--- src/rtl/fetch_pkg.sv ---
// Shared types and constants for the instruction fetch sequencer.
//   fetch_state_e   : sequencer state (IDLE / WAIT / HOLD)
//   DefaultResetPc  : PC value loaded by reset unless overridden
//   WordStride      : byte distance between consecutive instructions
//   MaxWaitCycles   : largest settle delay the wait timer can count
//   WaitCntW        : width of the wait timer
package fetch_pkg;

  typedef enum logic [1:0] {
    StIdle = 2'd0,
    StWait = 2'd1,
    StHold = 2'd2
  } fetch_state_e;

  localparam logic [31:0] DefaultResetPc = 32'h0000_0000;
  localparam logic [31:0] WordStride     = 32'd4;
  localparam int unsigned MaxWaitCycles  = 15;
  localparam int unsigned WaitCntW       = 4;

endpackage

--- src/rtl/fetch_wait_timer.sv ---
// Loadable down-counter that times the instruction-memory settle delay.
// Ports:
//   clk      in   rising-edge clock
//   reset    in   synchronous active-high reset (count <= 0)
//   clear    in   abort: count <= 0 (wins over load)
//   load     in   count <= load_val
//   load_val in   reload value (0..15)
//   en       in   decrement while nonzero
//   done     out  count == 0
module fetch_wait_timer
  import fetch_pkg::*;
(
  input  logic                clk,
  input  logic                reset,
  input  logic                clear,
  input  logic                load,
  input  logic [WaitCntW-1:0] load_val,
  input  logic                en,
  output logic                done
);

  logic [WaitCntW-1:0] count_q;

  assign done = (count_q == '0);

  always_ff @(posedge clk) begin
    if (reset || clear) begin
      count_q <= '0;
    end else if (load) begin
      count_q <= load_val;
    end else if (en && !done) begin
      count_q <= count_q - 1'b1;
    end
  end

endmodule

--- src/rtl/instr_fetch_ctrl.sv ---
// Fetch sequencer for the multicycle processor. Owns the PC, holds the
// instruction-memory address steady for WAIT_CYCLES extra cycles, captures the
// read data into the IR and offers it to the control unit via valid/ack.
// A redirect (pc_load) aborts any in-flight fetch and returns to IDLE.
// Optional build macro: FETCH_ALIGN_CHECK_EN adds a sticky align_err output and
// forces redirect targets to word alignment.
// Ports:
//   clk, reset          clock, synchronous active-high reset
//   fetch_req           request instruction at current pc
//   pc_load, pc_target  redirect strobe (highest priority) and destination
//   instr_ack           control unit consumed the IR
//   imem_rdata          instruction-memory read data
//   imem_addr           instruction-memory address (= pc)
//   instr, instr_valid  IR and its valid flag
//   pc, pc_plus4        current pc and pc + 4
//   busy                high in WAIT
//   fetch_count         acknowledged-instruction count (wraps)
//   align_err           sticky misaligned-redirect flag (optional)
module instr_fetch_ctrl
  import fetch_pkg::*;
#(
  parameter logic [31:0] RESET_PC    = DefaultResetPc,
  parameter int unsigned WAIT_CYCLES = 2,
  parameter int unsigned CNT_W       = 16
) (
  input  logic             clk,
  input  logic             reset,
  input  logic             fetch_req,
  input  logic             pc_load,
  input  logic [31:0]      pc_target,
  input  logic             instr_ack,
  input  logic [31:0]      imem_rdata,
  output logic [31:0]      imem_addr,
  output logic [31:0]      instr,
  output logic [31:0]      pc,
  output logic [31:0]      pc_plus4,
  output logic             instr_valid,
  output logic             busy,
`ifdef FETCH_ALIGN_CHECK_EN
  output logic             align_err,
`endif
  output logic [CNT_W-1:0] fetch_count
);

  // Out-of-range settings saturate at what the 4-bit timer can hold.
  localparam logic [WaitCntW-1:0] WaitLoad = (WAIT_CYCLES > MaxWaitCycles) ?
      WaitCntW'(MaxWaitCycles) : WaitCntW'(WAIT_CYCLES);

  fetch_state_e state;
  logic         timer_done;
  logic         timer_load;
  logic [31:0]  target_eff;

`ifdef FETCH_ALIGN_CHECK_EN
  assign target_eff = {pc_target[31:2], 2'b00};
`else
  assign target_eff = pc_target;
`endif

  assign imem_addr = pc;
  assign pc_plus4  = pc + WordStride;
  assign busy      = (state == StWait);

  // Start a fetch from IDLE, or back-to-back from HOLD on an ack.
  assign timer_load = !pc_load && fetch_req &&
                      ((state == StIdle) || ((state == StHold) && instr_ack));

  fetch_wait_timer u_wait_timer (
    .clk      (clk),
    .reset    (reset),
    .clear    (pc_load),
    .load     (timer_load),
    .load_val (WaitLoad),
    .en       (state == StWait),
    .done     (timer_done)
  );

  always_ff @(posedge clk) begin
    if (reset) begin
      state       <= StIdle;
      pc          <= RESET_PC;
      instr       <= '0;
      instr_valid <= 1'b0;
      fetch_count <= '0;
`ifdef FETCH_ALIGN_CHECK_EN
      align_err   <= 1'b0;
`endif
    end else if (pc_load) begin
      // Redirect: drops any pending fetch and swallows a same-cycle ack.
      pc          <= target_eff;
      instr_valid <= 1'b0;
      state       <= StIdle;
`ifdef FETCH_ALIGN_CHECK_EN
      if (pc_target[1:0] != 2'b00) align_err <= 1'b1;
`endif
    end else begin
      unique case (state)
        StIdle: begin
          if (fetch_req) state <= StWait;
        end
        StWait: begin
          if (timer_done) begin
            instr       <= imem_rdata;
            instr_valid <= 1'b1;
            state       <= StHold;
          end
        end
        StHold: begin
          if (instr_ack) begin
            pc          <= pc + WordStride;
            instr_valid <= 1'b0;
            fetch_count <= fetch_count + CNT_W'(1);
            state       <= fetch_req ? StWait : StIdle;
          end
        end
        default: state <= StIdle;
      endcase
    end
  end

endmodule

--- config.mk ---
export PLATFORM = sky130hd
export DESIGN_NAME = instr_fetch_ctrl
export DESIGN_NICKNAME = d
export VERILOG_FILES = /design/src/rtl/fetch_pkg.sv /design/src/rtl/fetch_wait_timer.sv /design/src/rtl/instr_fetch_ctrl.sv
export SDC_FILE = /design/constraint.sdc
export NUM_CORES = 1
export LEC_CHECK = 0
export ABC_AREA = 1
export CAP_MARGIN = 20
export CORE_ASPECT_RATIO = 0.9
export CORE_UTILIZATION = 43
export CTS_CLUSTER_DIAMETER = 100
export DETAILED_ROUTE_END_ITERATION = 8
export PLACE_DENSITY = 0.79
export SLEW_MARGIN = 20
export SYNTH_ARGS = -nofsm -noshare
export SYNTH_HDL_FRONTEND = slang
export SYNTH_HIERARCHICAL = 1
export SYNTH_SLANG_ARGS = --single-unit
--- constraint.sdc ---
create_clock -name clk -period 2 [get_ports clk]
set_clock_uncertainty 0.05 [all_clocks]
set_input_delay 0.4 -clock clk [delete_from_list [all_inputs] [get_ports clk]]
set_output_delay 0.4 -clock clk [all_outputs]
set_load 0.05 [all_outputs]
Yosys cells after proc, flatten, opt, wreduce, memory -nomap -nowiden
Index checks and enable logic that the tools add are counted.
{ "totals": {"reg_bits": 87, "elab_cells": 50} }
{ "op_classes": {"n_addsub": 3, "n_eq_ne": 5, "mux": 13, "bitwise": 1, "reduce_logical": 21} }
{ "ops": {"columns": ["op", "n"], "rows": [
  ["$mux 32", 3],
  ["$add 32x3->32 const B", 1],
  ["$add 16x1->16 const B", 1],
  ["$reduce_and 3->1", 4],
  ["$mux 2", 5],
  ["$reduce_bool 2->1", 4],
  ["$ne 2x2->1 const B", 3],
  ["$pmux 2 s3", 1],
  ["$logic_and 1x1->1", 4],
  ["$logic_not 4->1", 1],
  ["$reduce_or 2->1", 2],
  ["$sub 4x1->4 const B", 1],
  ["$mux 1", 3],
  ["$eq 2x1->1 const B", 1],
  ["$eq 2x2->1 const B", 1],
  ["$logic_not 1->1", 2],
  ["$logic_not 2->1", 1],
  ["$logic_or 1x1->1", 2],
  ["$pmux 1 s2", 1],
  ["$reduce_and 2->1", 1],
  ["$not 1->1", 1]
]} }

Logic depth before layout (Yosys ltp)
{ "depth": {"word_depth": 5, "mapped_depth": 11} }

By module
The synthesis kept the hierarchy.
{ "modules_own_cells": {"columns": ["mod", "instances", "cells_each", "area_per_inst_um2", "seq_area_each_um2"], "rows": [
  ["instr_fetch_ctrl", 1, 701, 4639.4, 1661.6],
  ["fetch_wait_timer", 1, 42, 277.8, 80.1]
]} }

Worst setup path before layout
OpenSTA, ideal clock, no wires.
{ "synth_timing": {"kind": "register -> output", "startpoint": "register pc[2], in the netlist imem_addr[2]", "endpoint": "output pc_plus4[9]", "arrival_time_ns": 2.357, "path_slack_ns": -0.807, "path_stages_with_launch": 5, "n_path_buf": 0, "path_cell_list": "dfxtp_1 > inv_1 > nor2_4 > nand2_4 > xnor2_1"} }
{ "synth_via": {"elab_chain_len": 1} }
{ "synth_lines": {"columns": ["item", "line_no", "source"], "rows": [
  ["from (decl)", "instr_fetch_ctrl.sv:35", "output logic [31:0] pc,"],
  ["from (signal assigned)", "instr_fetch_ctrl.sv:90", "pc <= target_eff;"],
  ["from (signal assigned)", "instr_fetch_ctrl.sv:110", "pc <= pc + WordStride;"],
  ["$add 32x3->32", "instr_fetch_ctrl.sv:61", "assign pc_plus4 = pc + WordStride;"],
  ["to (decl)", "instr_fetch_ctrl.sv:36", "output logic [31:0] pc_plus4,"]
]} }
No other way between the ends.

Worst setup path in the final report
{ "layout_timing": {"startpoint": "register pc[2], in the netlist imem_addr[2]", "endpoint": "output pc_plus4[22]"} }
Same word-level chain as after synthesis.

==> metrics.md <==
| Metric | Value |
|---|---|
| Synth unique cells | `37` |
| Crit Path Max Fanout | `5` |
| Tcrit/Tclk final | `112%` |
| Pre-CTS WS | `0.00886 ns` |
| Setup Crit Path Kind | `reg -> out` |
| Gr usage total | `28.3%` |
| P per Cell Area | `586 nW/um^2` |
| Crit end category | `output pin` |
| Initial antenna violation count | `0` |
| Non-filler instance count after layout | `1128` |
| Hold Slack | `0.443 ns` |
| Multiplexer share of the synthesized area | `0%` |
| Starting Density | `44.7%` |
| IO Pins | `215` |
| CP arrival | `1.80 ns` |
| Hold Vio Cnt, Final | `0` |
| Die Ht | `103 um` |
| Final setup viols | `26` |
| Largest family of logic cells by synthesized area | `simple AND/OR/NAND/NOR gates` |
| Mapped Cells | `743` |
| Highest Clock Rate | `0.445 GHz` |
| Port Buf Inserts | `214` |
| Post-synth ARST share | `0%` |
| Dpl cell area | `7610 um^2` |
| Die ar. | `11900 um^2` |
| Post-Synth Adder-Cell Area | `0.763%` |
| Gpl congestion | `0.897` |
| Post-synth EDFFs | `0` |
| Drt wl/cell | `14.9 um` |
| Required time worst endpoint | `1.55 ns` |
| Synth Area in Simple Gates | `34.1%` |
| Core area | `11000 um^2` |
| Setup TNS | `-4.64 ns` |
| Post-Syn Area | `4920 um^2` |
| Hpwl dp | `12500 um` |
| First-pass iteration count of the detailed router | `5` |
| Sink Count | `87` |
| Fin area | `8300 um^2` |
| Root Buffer Master | `clkbuf_16` |
| RSZ-0062 raised after global routing | `true` |
| Ranking of synthesized cells by area | `dfxtp_1, nand2_1, nor2_1` |
| Sequential area share after synthesis | `35.4%` |
| Outcome | `complete, but fails checks` |
| Global-route wire length before repair | `26400 um` |
| Failing checks | `negative setup slack` |
| Residual DRC count | `0` |
| Slew @ Worst Pin | `0.540 ns` |
| 1st-iter DRT viols | `270` |
| Clock transition at path regs | `0.07 ns` |
| Ant. Diodes | `0` |
| Fillers | `808` |
| Design Power | `4.87 mW` |
| Final setup margin | `-0.245 ns` |
| P&R area growth vs syn | `68.8%` |
| CTS Buffer Depth | `2` |
| Peak supply drop | `640 uV` |
| Max-Cap Viols | `0` |
| P_leak | `3.71 nW` |
| Num rows | `36` |
| Routed vias/inst | `4.96` |
| Synth Flop Type | `dfxtp_1` |
| Antenna-violating nets left | `0` |
| Syn_area_per_cell | `6.62 um^2` |
| Hold Path Class | `reg -> reg` |
| CTS tree | `built` |
| H-tree levels | `3` |
| Pin count of the biggest net entering global routing | `39` |
| Final WL | `16800 um` |
| Post-CTS Hold Buffers | `0` |
| Minimum clock period | `2.25 ns` |
| Vias in the first global route | `5536` |
| Max-slew violations | `0` |
| Post-synth top area cell | `dfxtp_1` |
| CTS buffer count | `9` |
| Startpoint types | `register` |
| Synth warnings | `6` |
| Die X | `115 um` |
| Post-Synth XOR/XNOR Area | `4.30%` |
| Yosys reg bits | `87` |
| Grt total ovfl | `0` |
| Inst Count DP | `1090` |
| Worst skew pair latency | `0.34 ns` |
| Share of layout cells above drive strength 1 | `33.2%` |
| Compound-Gate Fraction of Synth Area | `12.0%` |
| Via Count | `5600` |
| Fin nets | `1043` |
| Slew Limit Headroom | `64.0%` |
| Share of the synthesized area in the top cell type | `35.4%` |
| Layout Utilization | `75.5%` |
per-layer routing:
metal  wire length [um]  share of wire, %  up-vias  track usage, %
met4                370               2.2        0            8.99
li1                   -                 -     2732               -
met1               6570                39     2576            31.6
met2               8490                51      261            52.8
met3               1330               8.0       31            7.81
met5                  0                 0        -               0
cell usage after synthesis, types with 2 or more instances:
library cell	n
xor2_1	8
nor2_8	3
a31oi_1	8
dfxtp_1	87
ha_1	3
nand3_1	26
xnor2_1	5
a21oi_1	37
buf_2	2
clkbuf_1	17
nand4_1	3
nor2_1	125
buf_4	37
nand3_2	2
o21ai_0	60
a21oi_2	3
nand2_1	198
nor2_4	6
inv_1	69
nor3_1	3
inv_2	5
conb_1	2
nand2_2	6
nor2_2	5
nand2_4	5
xor2_2	6
and2_1	2
power by group:
part	switching, mW	internal, mW	leakage (nW)	total [mW]
clock	0.747	0.863	0.132	1.61
combinational	0.840	0.556	2.86	1.40
sequential	0.0650	1.80	0.719	1.86
final cells by class:
cell class                      instances  area [um^2]  area share [%]
Timing Repair Buffer                  273         2720            32.8
Clock inverter                          6         52.6           0.633
Clock buffer                           10          229            2.76
Multi-Input combinational cell        524         3030            36.5
Sequential cell                        87         1790            21.5
Inverter                               76          293            3.53
Tap cell                              152          190            2.29
registers in the layout, summed over array words and instances, names as in the netlist:
signal	count
fetch_count	16
imem_addr	32
instr	32
instr_valid	1
state	2
u_wait_timer/count_q	4
layout by cell type, fill, tap and decap left out, drive strengths merged, types with 14 or more instances in the layout:
cell / netlist / routed
nor2: 139 / 139
nand3: 28 / 28
dfxtp: 87 / 87
nand2: 209 / 209
o21ai: 61 / 61
clkdlybuf4s50: 0 / 93
inv: 75 / 77
xor2: 14 / 14
a21oi: 40 / 40
buf: 41 / 171
path summary, 6_finish.rpt:
check / from / endpoint / slack, ns / cells past startpoint
max: imem_addr[2]$_SDFFE_PP0P_ / pc_plus4[22] / -0.25 / 8
max reg2reg: u_wait_timer/count_q[0]$_SDFFE_PP0P_ / instr[31]$_SDFFE_PP0P_ / 0.24 / 9
min reg2reg: fetch_count[14]$_SDFFE_PP0P_ / fetch_count[14]$_SDFFE_PP0P_ / 0.44 / 2
min: fetch_count[14]$_SDFFE_PP0P_ / fetch_count[14]$_SDFFE_PP0P_ / 0.44 / 2
repair_timing:
| item | in CTS | in global routing |
|---|---|---|
| setup buffers | 13 | 10 |
| pin swaps | 22 | 27 |
| gates resized for setup | 49 | 30 |
| setup endpoints to repair | 33 | 32 |
critical path, cell delays in order (launching register included):
cell and delay, ns:
dfxtp_4 0.38, ha_4 0.15, nand2_4 0.05, nor2_4 0.11, nand2_4 0.11, nor2_8 0.20, nand3_2 0.13, and2_4 0.18
buf_12 0.14
logic make-up after synthesis:
kind of cell,count (synthesis)
AND/OR/NAND/NOR,386
buffers and inverters,134
AO/OA/AOI/OAI,112
flip-flops,87
XOR/XNOR,19
adder cells (fa/ha/maj),3
other,2
Note: power is estimated with default switching activity, not from simulation.
